[src/rtl/store_seq.sv]
// Store sequencer: sw writes B directly; sh/sb read the word, merge the lane into WC, write WC back.
// Optional `STORE_SEQ_ALIGN_CHECK_EN routes misaligned sw/sh to ERR.
module store_seq_lane #(
  parameter int LANE_W = 8
) (
  input  logic              en,
  input  logic [LANE_W-1:0] old_b,
  input  logic [LANE_W-1:0] new_b,
  output logic [LANE_W-1:0] out_b
);
  assign out_b = en ? new_b : old_b;
endmodule

module store_seq #(
  parameter int MEM_LAT = 1
) (
  input  logic        clk,
  input  logic        reset,
  input  logic        start,
  input  logic [1:0]  store_type,
  input  logic [1:0]  addr_lo,
  input  logic [31:0] b_data,
  input  logic [31:0] mem_rdata,
  output logic        mem_rd,
  output logic        mem_wr,
  output logic        WriteDataCtrl,
  output logic [31:0] wc_word,
  output logic        busy,
  output logic        done,
  output logic        err
);
  localparam int NUM_LANES = 4;
  localparam int LANE_W    = 8;
  localparam int CW        = (MEM_LAT > 1) ? $clog2(MEM_LAT) : 1;
  localparam logic [CW-1:0] CNT_LAST = CW'(MEM_LAT - 1);

  localparam logic [1:0] ST_SW  = 2'b00;
  localparam logic [1:0] ST_SH  = 2'b01;
  localparam logic [1:0] ST_SB  = 2'b10;
  localparam logic [1:0] ST_ILL = 2'b11;

  typedef enum logic [2:0] {
    IDLE, READ, MERGE, WRITE_WC, WRITE_B, DONE, ERR
  } state_e;

  state_e        state_q, state_d;
  logic [1:0]    type_q, type_d;
  logic [1:0]    addr_q, addr_d;
  logic [15:0]   b_q, b_d;
  logic [CW-1:0] cnt_q, cnt_d;
  logic [31:0]   wc_q, wc_d;
  logic          mem_rd_q, mem_rd_d;
  logic          mem_wr_q, mem_wr_d;
  logic          wdc_q, wdc_d;
  logic          busy_q, busy_d;
  logic          done_q, done_d;
  logic          err_q, err_d;
  logic          bad_req;

  // Only the low half of B can land in a sub-word lane; the full word goes out via the mux.
  logic unused_b_hi;
  assign unused_b_hi = ^b_data[31:16];

`ifdef STORE_SEQ_ALIGN_CHECK_EN
  assign bad_req = (store_type == ST_ILL) ||
                   ((store_type == ST_SW) && (addr_lo != 2'b00)) ||
                   ((store_type == ST_SH) && addr_lo[0]);
`else
  assign bad_req = (store_type == ST_ILL);
`endif

  logic [NUM_LANES-1:0]             lane_en;
  logic [NUM_LANES-1:0][LANE_W-1:0] lane_old, lane_src, lane_out;

  for (genvar i = 0; i < NUM_LANES; i++) begin : g_lane
    assign lane_en[i]  = (type_q == ST_SB) ? (addr_q == 2'(i))
                                           : ((type_q == ST_SH) && (addr_q[1] == 1'(i / 2)));
    assign lane_src[i] = (type_q == ST_SH) ? b_q[LANE_W*(i%2) +: LANE_W] : b_q[LANE_W-1:0];
    assign lane_old[i] = mem_rdata[LANE_W*i +: LANE_W];
    store_seq_lane #(.LANE_W(LANE_W)) u_lane (
      .en    (lane_en[i]),
      .old_b (lane_old[i]),
      .new_b (lane_src[i]),
      .out_b (lane_out[i])
    );
  end

  always_comb begin
    state_d = state_q;
    type_d  = type_q;
    addr_d  = addr_q;
    b_d     = b_q;
    cnt_d   = cnt_q;
    wc_d    = wc_q;
    unique case (state_q)
      IDLE: begin
        if (start) begin
          type_d = store_type;
          addr_d = addr_lo;
          b_d    = b_data[15:0];
          cnt_d  = '0;
          if (bad_req)                 state_d = ERR;
          else if (store_type == ST_SW) state_d = WRITE_B;
          else                          state_d = READ;
        end
      end
      READ: begin
        if (cnt_q == CNT_LAST) state_d = MERGE;
        else                   cnt_d   = cnt_q + CW'(1);
      end
      MERGE: begin
        wc_d    = lane_out;
        state_d = WRITE_WC;
      end
      WRITE_WC, WRITE_B: state_d = DONE;
      DONE, ERR:         state_d = IDLE;
      default:           state_d = IDLE;
    endcase

    // Outputs are registered, so they are decoded from the state being entered.
    mem_rd_d = (state_d == READ);
    mem_wr_d = (state_d == WRITE_WC) || (state_d == WRITE_B);
    wdc_d    = (state_d == WRITE_B);
    busy_d   = (state_d != IDLE);
    done_d   = (state_d == DONE) || (state_d == ERR);
    err_d    = (state_d == ERR);
  end

  always_ff @(posedge clk) begin
    if (!reset) begin
      state_q  <= IDLE;
      type_q   <= '0;
      addr_q   <= '0;
      b_q      <= '0;
      cnt_q    <= '0;
      wc_q     <= '0;
      mem_rd_q <= 1'b0;
      mem_wr_q <= 1'b0;
      wdc_q    <= 1'b0;
      busy_q   <= 1'b0;
      done_q   <= 1'b0;
      err_q    <= 1'b0;
    end else begin
      state_q  <= state_d;
      type_q   <= type_d;
      addr_q   <= addr_d;
      b_q      <= b_d;
      cnt_q    <= cnt_d;
      wc_q     <= wc_d;
      mem_rd_q <= mem_rd_d;
      mem_wr_q <= mem_wr_d;
      wdc_q    <= wdc_d;
      busy_q   <= busy_d;
      done_q   <= done_d;
      err_q    <= err_d;
    end
  end

  assign mem_rd        = mem_rd_q;
  assign mem_wr        = mem_wr_q;
  assign WriteDataCtrl = wdc_q;
  assign wc_word       = wc_q;
  assign busy          = busy_q;
  assign done          = done_q;
  assign err           = err_q;
endmodule

[config.mk]
export PLATFORM = sky130hd
export DESIGN_NAME = store_seq
export DESIGN_NICKNAME = d
export VERILOG_FILES = /design/src/rtl/store_seq.sv
export SDC_FILE = /design/constraint.sdc
export NUM_CORES = 1
export LEC_CHECK = 0
export BUFFER_PORTS_ARGS = -buffer_cell sky130_fd_sc_hd__clkbuf_2
export CORE_MARGIN = 10
export CORE_UTILIZATION = 30
export DETAILED_ROUTE_END_ITERATION = 6
export PLACE_DENSITY = 0.64
export SKIP_CTS_REPAIR_TIMING = 1
export SYNTH_ARGS = -nofsm -noshare
export SYNTH_HDL_FRONTEND = slang
export SYNTH_SLANG_ARGS = --single-unit
[constraint.sdc]
create_clock -name clk -period 1.7 [get_ports clk]
set_input_delay 0.085 -clock clk [delete_from_list [all_inputs] [get_ports clk]]
set_output_delay 0.085 -clock clk [all_outputs]
set_load 0.005 [all_outputs]
==> run summary <==
====================================================================================
Status ................................................................ finished, violations left
Failing checks ........................................................ negative hold slack
Residual DRC ..........................................................            0
Achievable Freq .......................................................   0.6366 GHz
Fraction of final layout cells with drive strength greater than 1 .....       27.44%
Met2 wire len .........................................................     4.811 mm
Endpoint type of the worst setup path .................................     register
Delay of the slowest cell on the worst path ...........................      0.45 ns
Reported leakage power ................................................  0.001739 µW
Pins over their slew limit ............................................            0
Crit Path Class ....................................................... register to register
Final period util .....................................................       92.40%
Cell types occupying the most area after synthesis .................... dfxtp_1, nand2_1, a21oi_1, mux2i_1, o21ai_0
Weighted congestion at the end of routability-driven global placement .       0.8652
Final non-filler cell total ...........................................          614
Number of global-route vias before repair .............................         2951
Cell area power density ...............................................  1090 nW/µm²
Hold WS ...............................................................  -0.02615 ns
Switch Pwr ............................................................      1330 µW
Floorplan die height ..................................................     121.3 µm
TritonCTS clock tree ..................................................         done
Shortest period the worst path allows .................................     1.571 ns
Chip width ............................................................     121.3 µm
Std-Cell Rows .........................................................           36
Worst-case setup margin in the final layout ...........................    0.1292 ns
Series of cell instances along the critical path ...................... buf_4, a21o_4, a21oi_1, o32a_1, nor2b_1
Worst clock skew on the final layout ..................................  0.008073 ns
Finish-stage setup viols ..............................................            0
Setup repair after global routing missed its margin ...................           no
Num CTS Buffers .......................................................            9
Post-synth top area share .............................................       39.67%
WL met3 ...............................................................       743 µm
Final hold viol count .................................................            2
Buffers and inverters on the worst path ...............................            1
Cell internal pwr .....................................................      3132 µW
Flops & latches, synth ................................................           61
Max-cap violations ....................................................            0
Post-synthesis cell type with the largest combined area ...............      dfxtp_1
CP delay by family, top ............................................... compound AO/OA/AOI/OAI gates
Reg2Reg Launch Point ..................................................    type_q[0]
Number of antenna violations at the first check in global routing .....            0
Final wirelength ......................................................     9.899 mm
Global-route usage over all layers ....................................       13.18%
Via density ...........................................................        4.963
Cell type of the slowest stage on the worst timing path ...............      dfxtp_1
Class of the tightest hold or removal check ........................... input pin to register
Worst skew pair latency ...............................................      0.35 ns
Worst IR Drop VDD .....................................................    0.3811 mV
Router iterations before antenna repair ...............................            4
Final setup TNS .......................................................         0 ns
Mean instance size in the synthesized netlist .........................    8.296 µm²
Clock Path Buffers ....................................................            2
Floorplan die area ....................................................    14710 µm²
Count of antenna-violating nets left after detailed routing ...........            0
Cell count along the critical path ....................................            5
Number of cells on the worst hold path ................................            3
Worst setup slack for register-to-register paths ......................      0.13 ns
DR vias ...............................................................         3047
Average routed wire per standard cell .................................     16.12 µm
CTS HTree Levels ......................................................            3
Total nets after synthesis ............................................          443
Count of inserted antenna diode cells .................................            0
Violation count after the first detailed-routing iteration ............          228
Endpoint arrival time on the critical path ............................      1.85 ns
Dpl hpwl ..............................................................     7.529 mm
Destination of the worst hold path ....................................       b_q[1]
Synth Instances .......................................................          371
Clock root cell .......................................................     clkbuf_8
Starting density of the core ..........................................       31.20%
Required time of the critical path ....................................      1.98 ns
Synthesis Warnings ....................................................            0
Placement Setup Slack .................................................    0.1586 ns
Clock network power share .............................................        35.6%
Most common cell after layout, fill and taps aside ....................     clkbuf_2
Critical path fanouts, max ............................................           20
Proportion of total power due to net switching ........................       29.81%
Most frequent cells in the layout ..................................... clkbuf_2, nand2_1, dfxtp_1, a21oi_1, o21ai_0
Element type at the critical path start ...............................     register
Sequential cell area fraction in the yosys report .....................       39.67%
# port buffers ........................................................           92
Number of top-level pins ..............................................          109
Area delta synth->final ...............................................       33.01%
Number of nets in the layout ..........................................          548
Clock slew at reported path FFs .......................................      0.07 ns
Actual transition at the worst max-transition pin .....................    0.5188 ns
Top routing layer used ................................................         met4
First-pass GRT wire length ............................................     15.22 mm
Final global-route overflow total .....................................            0
Hold Path Origin ......................................................    b_data[1]
Count of cell types in the netlist ....................................           44
Routed metal-1 wire length ............................................     4.146 mm
Worst rel slew slack ..................................................       65.36%
Register share of total power .........................................        39.7%
Dpl cells .............................................................          581
Maximum number of pins on one net before global-route repair ..........           38
FF-to-FF path depth ...................................................            5
Synth Cell Area .......................................................     3078 µm²
Reg2reg end ...........................................................  wc_word[15]
Comb pwr share ........................................................        24.7%
Number of sinks driven by the clock tree ..............................           61
Core area .............................................................     9864 µm²
====================================================================================
## final cells by class
| cell class | count | area, µm² |
|---|---|---|
| fill | 984 | 5771 |
| multi-input combinational | 274 | 1670 |
| sequential | 61 | 1222 |
| timing repair buffer | 125 | 775.7 |
| tap | 133 | 166.4 |
| clock buffer | 12 | 145.1 |
| clock inverter | 4 | 95.09 |
| inverter | 5 | 18.77 |
## power groups by stage
stage	Sequential [µW]	Combinational [µW]	Clock (µW)
after floorplan	1740	718	0
after global placement	1790	1040	0
after detailed placement	1800	1070	0
after CTS	1770	1070	1610
after global routing	1790	1230	1670
final	1770	1100	1590
## cells by family after synthesis
logic type               after synthesis  synth area share, %
multiplexers                          16                5.203
flip-flops                            61                39.67
buffers and inverters                 36                6.422
XOR/XNOR                               1               0.2846
AND/OR/NAND/NOR                      123                20.98
adder cells (fa/ha/maj)                1               0.4064
AO/OA/AOI/OAI                        133                27.03
## synthesized netlist by cell type, drive strengths merged
master    n
nand3b    3
nor3b     2
nor3      3
a211o     8
ha        1
o31a      1
a21oi    46
nor4b     9
xor2      1
o21bai    1
a21o      9
buf      23
and2      2
or2       1
o21a      3
a32oi     1
nor2      8
o31ai     9
inv       5
mux2i    16
o21ai    33
a211oi    2
o32a      1
nand2b   10
nand4     6
o2bb2ai   2
a21boi    9
clkbuf    8
nor2b    12
dfxtp    61
and3      1
o32ai     2
nand2    66
o22ai     6
## routing by layer
layer / vias up / track usage (%)
li1: 1526 / -
met1: 1407 / 14.90
met2: 101 / 20.77
met3: 13 / 5.119
met4: 0 / 7.526
met5: - / 0
## worst reg2reg max path: stages, from the launching register on
cell and delay [ns]:
dfxtp_1 0.45, buf_4 0.28, a21o_4 0.23, a21oi_1 0.10, o32a_1 0.34, nor2b_1 0.11
## worst max-delay path by stage
stage                     slack, ns     endpoint       from
after floorplan                0.38   wc_word[6]  addr_q[0]
after global placement         0.23  wc_word[15]  type_q[0]
after detailed placement       0.16  wc_word[15]  type_q[0]
after CTS                      0.14  wc_word[15]  type_q[0]
after global routing           0.02  wc_word[28]  type_q[0]
final                          0.13  wc_word[15]  type_q[0]
## flip-flops by register name (all words and copies together) (netlist names), 2 cells and up
name and count:
state_q 3, b_q 16, wc_word 32, addr_q 2
type_q 2
## metrics by stage
step / hold WS (ns) / instance area, µm² / util [%] / total power (µW)
5_1_grt: 0.001059 / 4094 / 41.50 / 4690
3_5_place_dp: 0.3155 / 3680 / 37.30 / 2869
4_1_cts: -0.05734 / 3920 / 39.74 / 4455
6_report: -0.02615 / 4094 / 41.50 / 4463
3_3_place_gp: 0.3141 / 3680 / 37.30 / 2828
2_1_floorplan: 0.2198 / 3078 / - / 2453
(Power assumes the default switching activity.)
